===== config.mk =====
export PLATFORM = sky130hd
export DESIGN_NAME = codec_serial_port
export DESIGN_NICKNAME = d
export VERILOG_FILES = /design/src/rtl/codec_pkg.sv /design/src/rtl/codec_clkgen.sv /design/src/rtl/codec_serial_port.sv
export SDC_FILE = /design/constraint.sdc
export NUM_CORES = 1
export LEC_CHECK = 0
export BUFFER_PORTS_ARGS = -buffer_cell sky130_fd_sc_hd__buf_4
export CORE_UTILIZATION = 35
export CTS_BUF_LIST = sky130_fd_sc_hd__clkbuf_2
export DETAILED_ROUTE_END_ITERATION = 8
export PLACE_DENSITY_LB_ADDON = 0.3
export SETUP_SLACK_MARGIN = 0.1
export SYNTH_ARGS = -nofsm -noshare
export SYNTH_HDL_FRONTEND = slang
export SYNTH_HIERARCHICAL = 1
export SYNTH_SLANG_ARGS = --single-unit

===== constraint.sdc =====
create_clock -name clk -period 7.5 [get_ports clk]
set_input_delay 1.5 -clock clk [delete_from_list [all_inputs] [get_ports clk]]
set_output_delay 1.5 -clock clk [all_outputs]
set_load 0.05 [all_outputs]

===== src/rtl/codec_pkg.sv =====
// codec_pkg: shared state encoding and framing modes for the codec serial port
package codec_pkg;
  typedef enum logic [2:0] {IDLE, SYNC, WARM, RUN, HOLD} codec_state_t;
  localparam int MODE_LJ = 0;
  localparam int MODE_I2S = 1;
endpackage


===== src/rtl/codec_clkgen.sv =====
// codec_clkgen: frame counter producing MCLK/SCLK/LRCLK and one-clk-early edge strobes
module codec_clkgen #(
  parameter int SCLK_DIV_LOG2 = 4,
  parameter int SLOT_LOG2 = 4,
  parameter int MCLK_BIT = 1
) (
  input  logic clk,
  input  logic rst,
  input  logic run,
  output logic MCLK,
  output logic SCLK,
  output logic LRCLK,
  output logic sclk_rise,
  output logic sclk_fall,
  output logic lr_rise,
  output logic lr_fall
);
  localparam int CNT_W = SCLK_DIV_LOG2 + SLOT_LOG2 + 2;
  logic [CNT_W-1:0] cnt;
  always_ff @(posedge clk or posedge rst)
    if (rst) cnt <= {1'b1, {(CNT_W-1){1'b0}}};
    else if (run) cnt <= cnt + CNT_W'(1);
  assign MCLK = cnt[MCLK_BIT];
  assign SCLK = cnt[SCLK_DIV_LOG2];
  assign LRCLK = cnt[CNT_W-1];
  // strobes mark the clk before the edge so registered logic updates on the edge itself
  assign sclk_rise = cnt[SCLK_DIV_LOG2:0] == {1'b0, {SCLK_DIV_LOG2{1'b1}}};
  assign sclk_fall = &cnt[SCLK_DIV_LOG2:0];
  assign lr_rise = cnt == {1'b0, {(CNT_W-1){1'b1}}};
  assign lr_fall = &cnt;
endmodule


===== src/rtl/codec_serial_port.sv =====
// codec_serial_port: parametrised stereo codec serial interface with warm-up and frame-aligned enable
module codec_serial_port import codec_pkg::*; #(
  parameter int DATA_W = 16,
  parameter int SCLK_DIV_LOG2 = 4,
  parameter int SLOT_LOG2 = 4,
  parameter int MCLK_BIT = 1,
  parameter int MODE = MODE_LJ,
  parameter int WARMUP_FRAMES = 1
) (
  input  logic              clk,
  input  logic              rst,
  input  logic              enable,
  input  logic [DATA_W-1:0] lft_out,
  input  logic [DATA_W-1:0] rht_out,
  input  logic              SDout,
  output logic [DATA_W-1:0] lft_in,
  output logic [DATA_W-1:0] rht_in,
  output logic              valid,
  output logic              LRCLK,
  output logic              SCLK,
  output logic              MCLK,
  output logic              RSTn,
  output logic              SDin
);
  localparam int SR_W = DATA_W + MODE;
  localparam int BC_W = SLOT_LOG2 + 1;
  codec_state_t state, state_nx;
  logic sclk_rise, sclk_fall, lr_rise, lr_fall, keep;
  logic [7:0] frames;
  logic [DATA_W-1:0] lbuf, rbuf, rx_sr, lhold;
  logic [SR_W-1:0] tx_sr;
  logic [BC_W-1:0] bit_cnt;

  codec_clkgen #(
    .SCLK_DIV_LOG2(SCLK_DIV_LOG2),
    .SLOT_LOG2(SLOT_LOG2),
    .MCLK_BIT(MCLK_BIT)
  ) u_clkgen (
    .clk(clk),
    .rst(rst),
    .run(state != IDLE),
    .MCLK(MCLK),
    .SCLK(SCLK),
    .LRCLK(LRCLK),
    .sclk_rise(sclk_rise),
    .sclk_fall(sclk_fall),
    .lr_rise(lr_rise),
    .lr_fall(lr_fall)
  );

  always_comb begin
    state_nx = state;
    case (state)
      IDLE: state_nx = SYNC;
      SYNC: state_nx = LRCLK ? SYNC : WARM;
      WARM: state_nx = (lr_rise && frames == 8'(WARMUP_FRAMES - 1)) ? RUN : WARM;
      RUN:  state_nx = (lr_rise && !enable) ? HOLD : RUN;
      HOLD: state_nx = (lr_rise && enable) ? RUN : HOLD;
      default: state_nx = IDLE;
    endcase
  end

  // I2S drops the first bit period of each slot on receive
  assign keep = bit_cnt != '0 || MODE == MODE_LJ;
  assign SDin = state == RUN && tx_sr[SR_W-1];

  always_ff @(posedge clk or posedge rst)
    if (rst) begin
      state <= IDLE;
      frames <= '0;
      RSTn <= 1'b0;
      valid <= 1'b0;
      lbuf <= '0;
      rbuf <= '0;
      tx_sr <= '0;
      rx_sr <= '0;
      lhold <= '0;
      bit_cnt <= '0;
      lft_in <= '0;
      rht_in <= '0;
    end else begin
      state <= state_nx;
      frames <= (state == WARM) ? frames + 8'(lr_rise) : '0;
      RSTn <= RSTn | (state == SYNC && !LRCLK);
      valid <= lr_rise && state == RUN;
      if (valid) begin
        lbuf <= lft_out;
        rbuf <= rht_out;
      end
      // the extra top bit in I2S mode is a zero that delays the MSB by one SCLK
      if (lr_rise) tx_sr <= SR_W'(lbuf);
      else if (lr_fall) tx_sr <= SR_W'(rbuf);
      else if (sclk_fall) tx_sr <= tx_sr << 1;
      if (lr_rise || lr_fall) bit_cnt <= '0;
      else if (sclk_rise && bit_cnt != BC_W'(SR_W)) begin
        bit_cnt <= bit_cnt + BC_W'(1);
        if (keep) rx_sr <= {rx_sr[DATA_W-2:0], SDout};
      end
      if (lr_fall) lhold <= rx_sr;
      if (lr_rise && state == RUN) begin
        lft_in <= lhold;
        rht_in <= rx_sr;
      end
    end
endmodule


==> flow_summary.ini <==
[global_route]
grt_pass1_vias = 3724
grt_max_degree = 79
grt_usage_pct = 13.7
grtUsageMet3_pct = 5.02
grt_use_met1_pct = 18.0
antenna_found_initial = 0
met2_usage_pct = 21.0
grt_pass1_wl_microns = 18800
grt_overflow_total = 0
busiest_layer = met2

[worst_setup_path]
end_kind = output port
required_ps = 6000
max_stage_delay_ps = 530
arrival_ps = 1740
setup.worst_path.start = state[2]
worst_setup_path_start_kind = register
cp_cell_sequence = and4b_1 > buf_4
slowest_stage = dfrtp_1
crit_type = reg -> out
timing.rr.start = u_clkgen/cnt[1]
cp_max_fo = 12

[routing]
first_iter_violations = 115
drt_first_pass_iters = 4
num_vias = 3525
drtAntennaViolNets = 0
via_per_inst = 4.77
drc = 0
post_drt_wl_per_cell_microns = 14.9
wirelength_microns = 11000

[clock_network]
cts.sinks = 140
cts_setup_buffers = 0
cts-resized-gates = 0
htree_levels = 4
clockRootBuffer = clkbuf_2
cts.clk_slew.worst_paths_ps = 180
cts_buffers = 17
clkLatencyLatePin_ps = 680
cts_tree = built
clk_path_buf_depth = 2
ctsHoldBuffers = 0

[sta]
slew_headroom_pct = 38.1
fin_crit_ps = 3240
fin_tns_setup_ps = 0
hold_viol = 0
whs_ps = 478
slew_violations = 0
worst_pin_slew_ps = 928
setup_viol = 0
rsz0062_at_grt = no
fin_crit_sh_pct = 43.1
clock.fmax_mhz = 309
finClkSkew_ps = 21.6
worst_slack_ps = 4260

[die]
ios = 74
num_rows = 47
die_h_microns = 133
die_w_microns = 133
dieArea_sq_um = 17600
initial_core_util_pct = 36.0
coreArea_sq_um = 16600

[power_and_ir_drop]
power_density_nw_per_um2 = 171
p_switching_uw = 268
clkPwrFrac_pct = 33.7
pwr-share-seq_pct = 63.8
p_int_uw = 920
leakagePower_nw = 3.44
ir_worst_vdd_mv = 0.0931
swShare_pct = 22.5
p_comb_share_pct = 2.6

[synth]
syn_avg_cell_area_sq_um = 13.7
syn_area_sq_um = 5980
synth-seq-cells = 140
netlist_instances = 436
yosysUniqueCellTypes = 45
seq_area_frac_synth_pct = 58.6
ys_warn_count = 6
syn-num-nets = 479

[placement]
place_inst = 709
pre_cts_ws_ps = 4380
portBuffers = 73
globalplace.congestion = 0.747
hpwl_microns = 7360

[layout]
syn2layout_area_growth_pct = 15.7
antenna_cells = 0
layout-drive-gt1-share_pct = 44.9
layout.nets = 551
fill_cells = 1559
seqCellArea_sq_um = 3500
multi_input_area_sq_um = 2320
final_cells = 739

[flow_run]
maxCapViolCount = 0

[run_status]
status = complete, no violations

[hold_path]
min_from = u_clkgen/cnt[8]
hold_class = reg -> reg
==> per-stage QoR <==
step | instance area [sq um] | total power, mW | util [%]
floorplan | 5980 | 0.783 | -
finish | 6930 | 1.19 | 41.6
global placement | 6720 | 0.803 | 40.4
CTS | 6930 | 1.21 | 41.6
global route | 6930 | 1.25 | 41.6
detailed placement | 6720 | 0.803 | 40.4
==> final timing paths <==
path	to	cells past startpoint	slack (ps)
max	SDin	2	4260
min	u_clkgen/cnt[8]	1	480
max reg2reg	rx_sr[12]	8	4400
min reg2reg	u_clkgen/cnt[8]	1	480
max in group asynchronous	lhold[12]	3	5260
min in group asynchronous	u_clkgen/cnt[4]	2	790
==> Yosys cell counts (all sizes together) <==
master,number,share of area (%)
a21oi,9,0.75
and2,2,0.21
and3,1,0.13
and3b,1,0.15
and4,1,0.15
and4b,2,0.33
buf,11,1.4
clkbuf,14,0.90
dfrtp,139,58
dfstp,1,0.44
ha,7,1.5
inv,10,0.63
mux2,113,22
mux2i,15,2.5
nand2,23,1.5
nand2b,2,0.21
nand3,9,1.0
nand4,5,0.52
nand4bb,1,0.19
nor2,12,0.75
nor3,4,0.59
nor3b,3,0.46
nor4b,1,0.15
nor4bb,2,0.33
o211ai,1,0.13
o21ai,22,1.8
o22ai,1,0.10
o31ai,2,0.25
or2,1,0.10
or3,5,0.52
or3b,1,0.15
or4,2,0.25
xnor2,5,0.73
xor2,8,1.2
==> area by class of cell <==
class | instances | area share [%]
clock inverter | 9 | 1.43
clock buffer | 21 | 1.52
inverter | 10 | 0.578
timing repair buffer | 78 | 8.45
multi-input combinational | 261 | 33.5
sequential | 140 | 50.6
tap | 220 | 3.97
==> power by group through the flow <==
| stage | Sequential [mW] | Clock (mW) | Combinational (mW) |
|---|---|---|---|
| detailed placement | 0.771 | 0 | 0.0323 |
| global placement | 0.771 | 0 | 0.0320 |
| global route | 0.758 | 0.456 | 0.0354 |
| floorplan | 0.771 | 0 | 0.0124 |
| CTS | 0.758 | 0.420 | 0.0323 |
| finish | 0.757 | 0.400 | 0.0307 |
==> metal layers <==
metal	part of all wire, %	up-vias
met5	0	-
met4	0.89	0
met3	4.8	12
met2	47	63
met1	47	1770
li1	-	1680
==> flip-flops by register name (all words and copies together), names as in the netlist, 5 cells and up <==
register / cells
lbuf: 16
lft_in: 16
lhold: 16
rbuf: 16
rht_in: 16
rx_sr: 16
tx_sr: 16
u_clkgen/cnt: 10
frames: 8
bit_cnt: 5
==> placed cells by master, fill, tap and decap left out, types with 2 or more instances in the layout <==
cell          n
and2_1        2
mux2_2      103
nor4bb_1      2
nand3_1       7
clkbuf_2     21
nor2_1       10
bufinv_16     2
mux2_4       10
ha_1          7
nand4_1       5
clkinvlp_4    2
inv_1         9
nand2b_1      2
nor3b_1       2
mux2i_1      15
a21oi_1       9
and4b_1       2
clkinv_2      4
or3_1         5
buf_4        78
or4_1         2
o31ai_1       2
nand2_1      22
xnor2_1       5
dfrtp_1     139
nor3_2        3
xor2_1        8
o21ai_0      22
==> cell families (layout without fill, tap and decap cells) <==
kind of cell             Yosys count  after routing  share of synthesized area, %
XOR/XNOR                          13             13                          1.90
flip-flops                       140            140                          58.6
AO/OA/AOI/OAI                     35             35                          3.07
multiplexers                     128            128                          24.4
adder cells (fa/ha/maj)            7              7                          1.46
AND/OR/NAND/NOR                   78             78                          7.71
buffers and inverters             35            118                          2.89
==> worst max-delay path: cells and delay by family, from the launching register on <==
kind	cells	cell delay, ps
buffers and inverters	1	210
flip-flops	1	530
AND/OR/NAND/NOR	1	320
(Power assumes the default switching activity.)
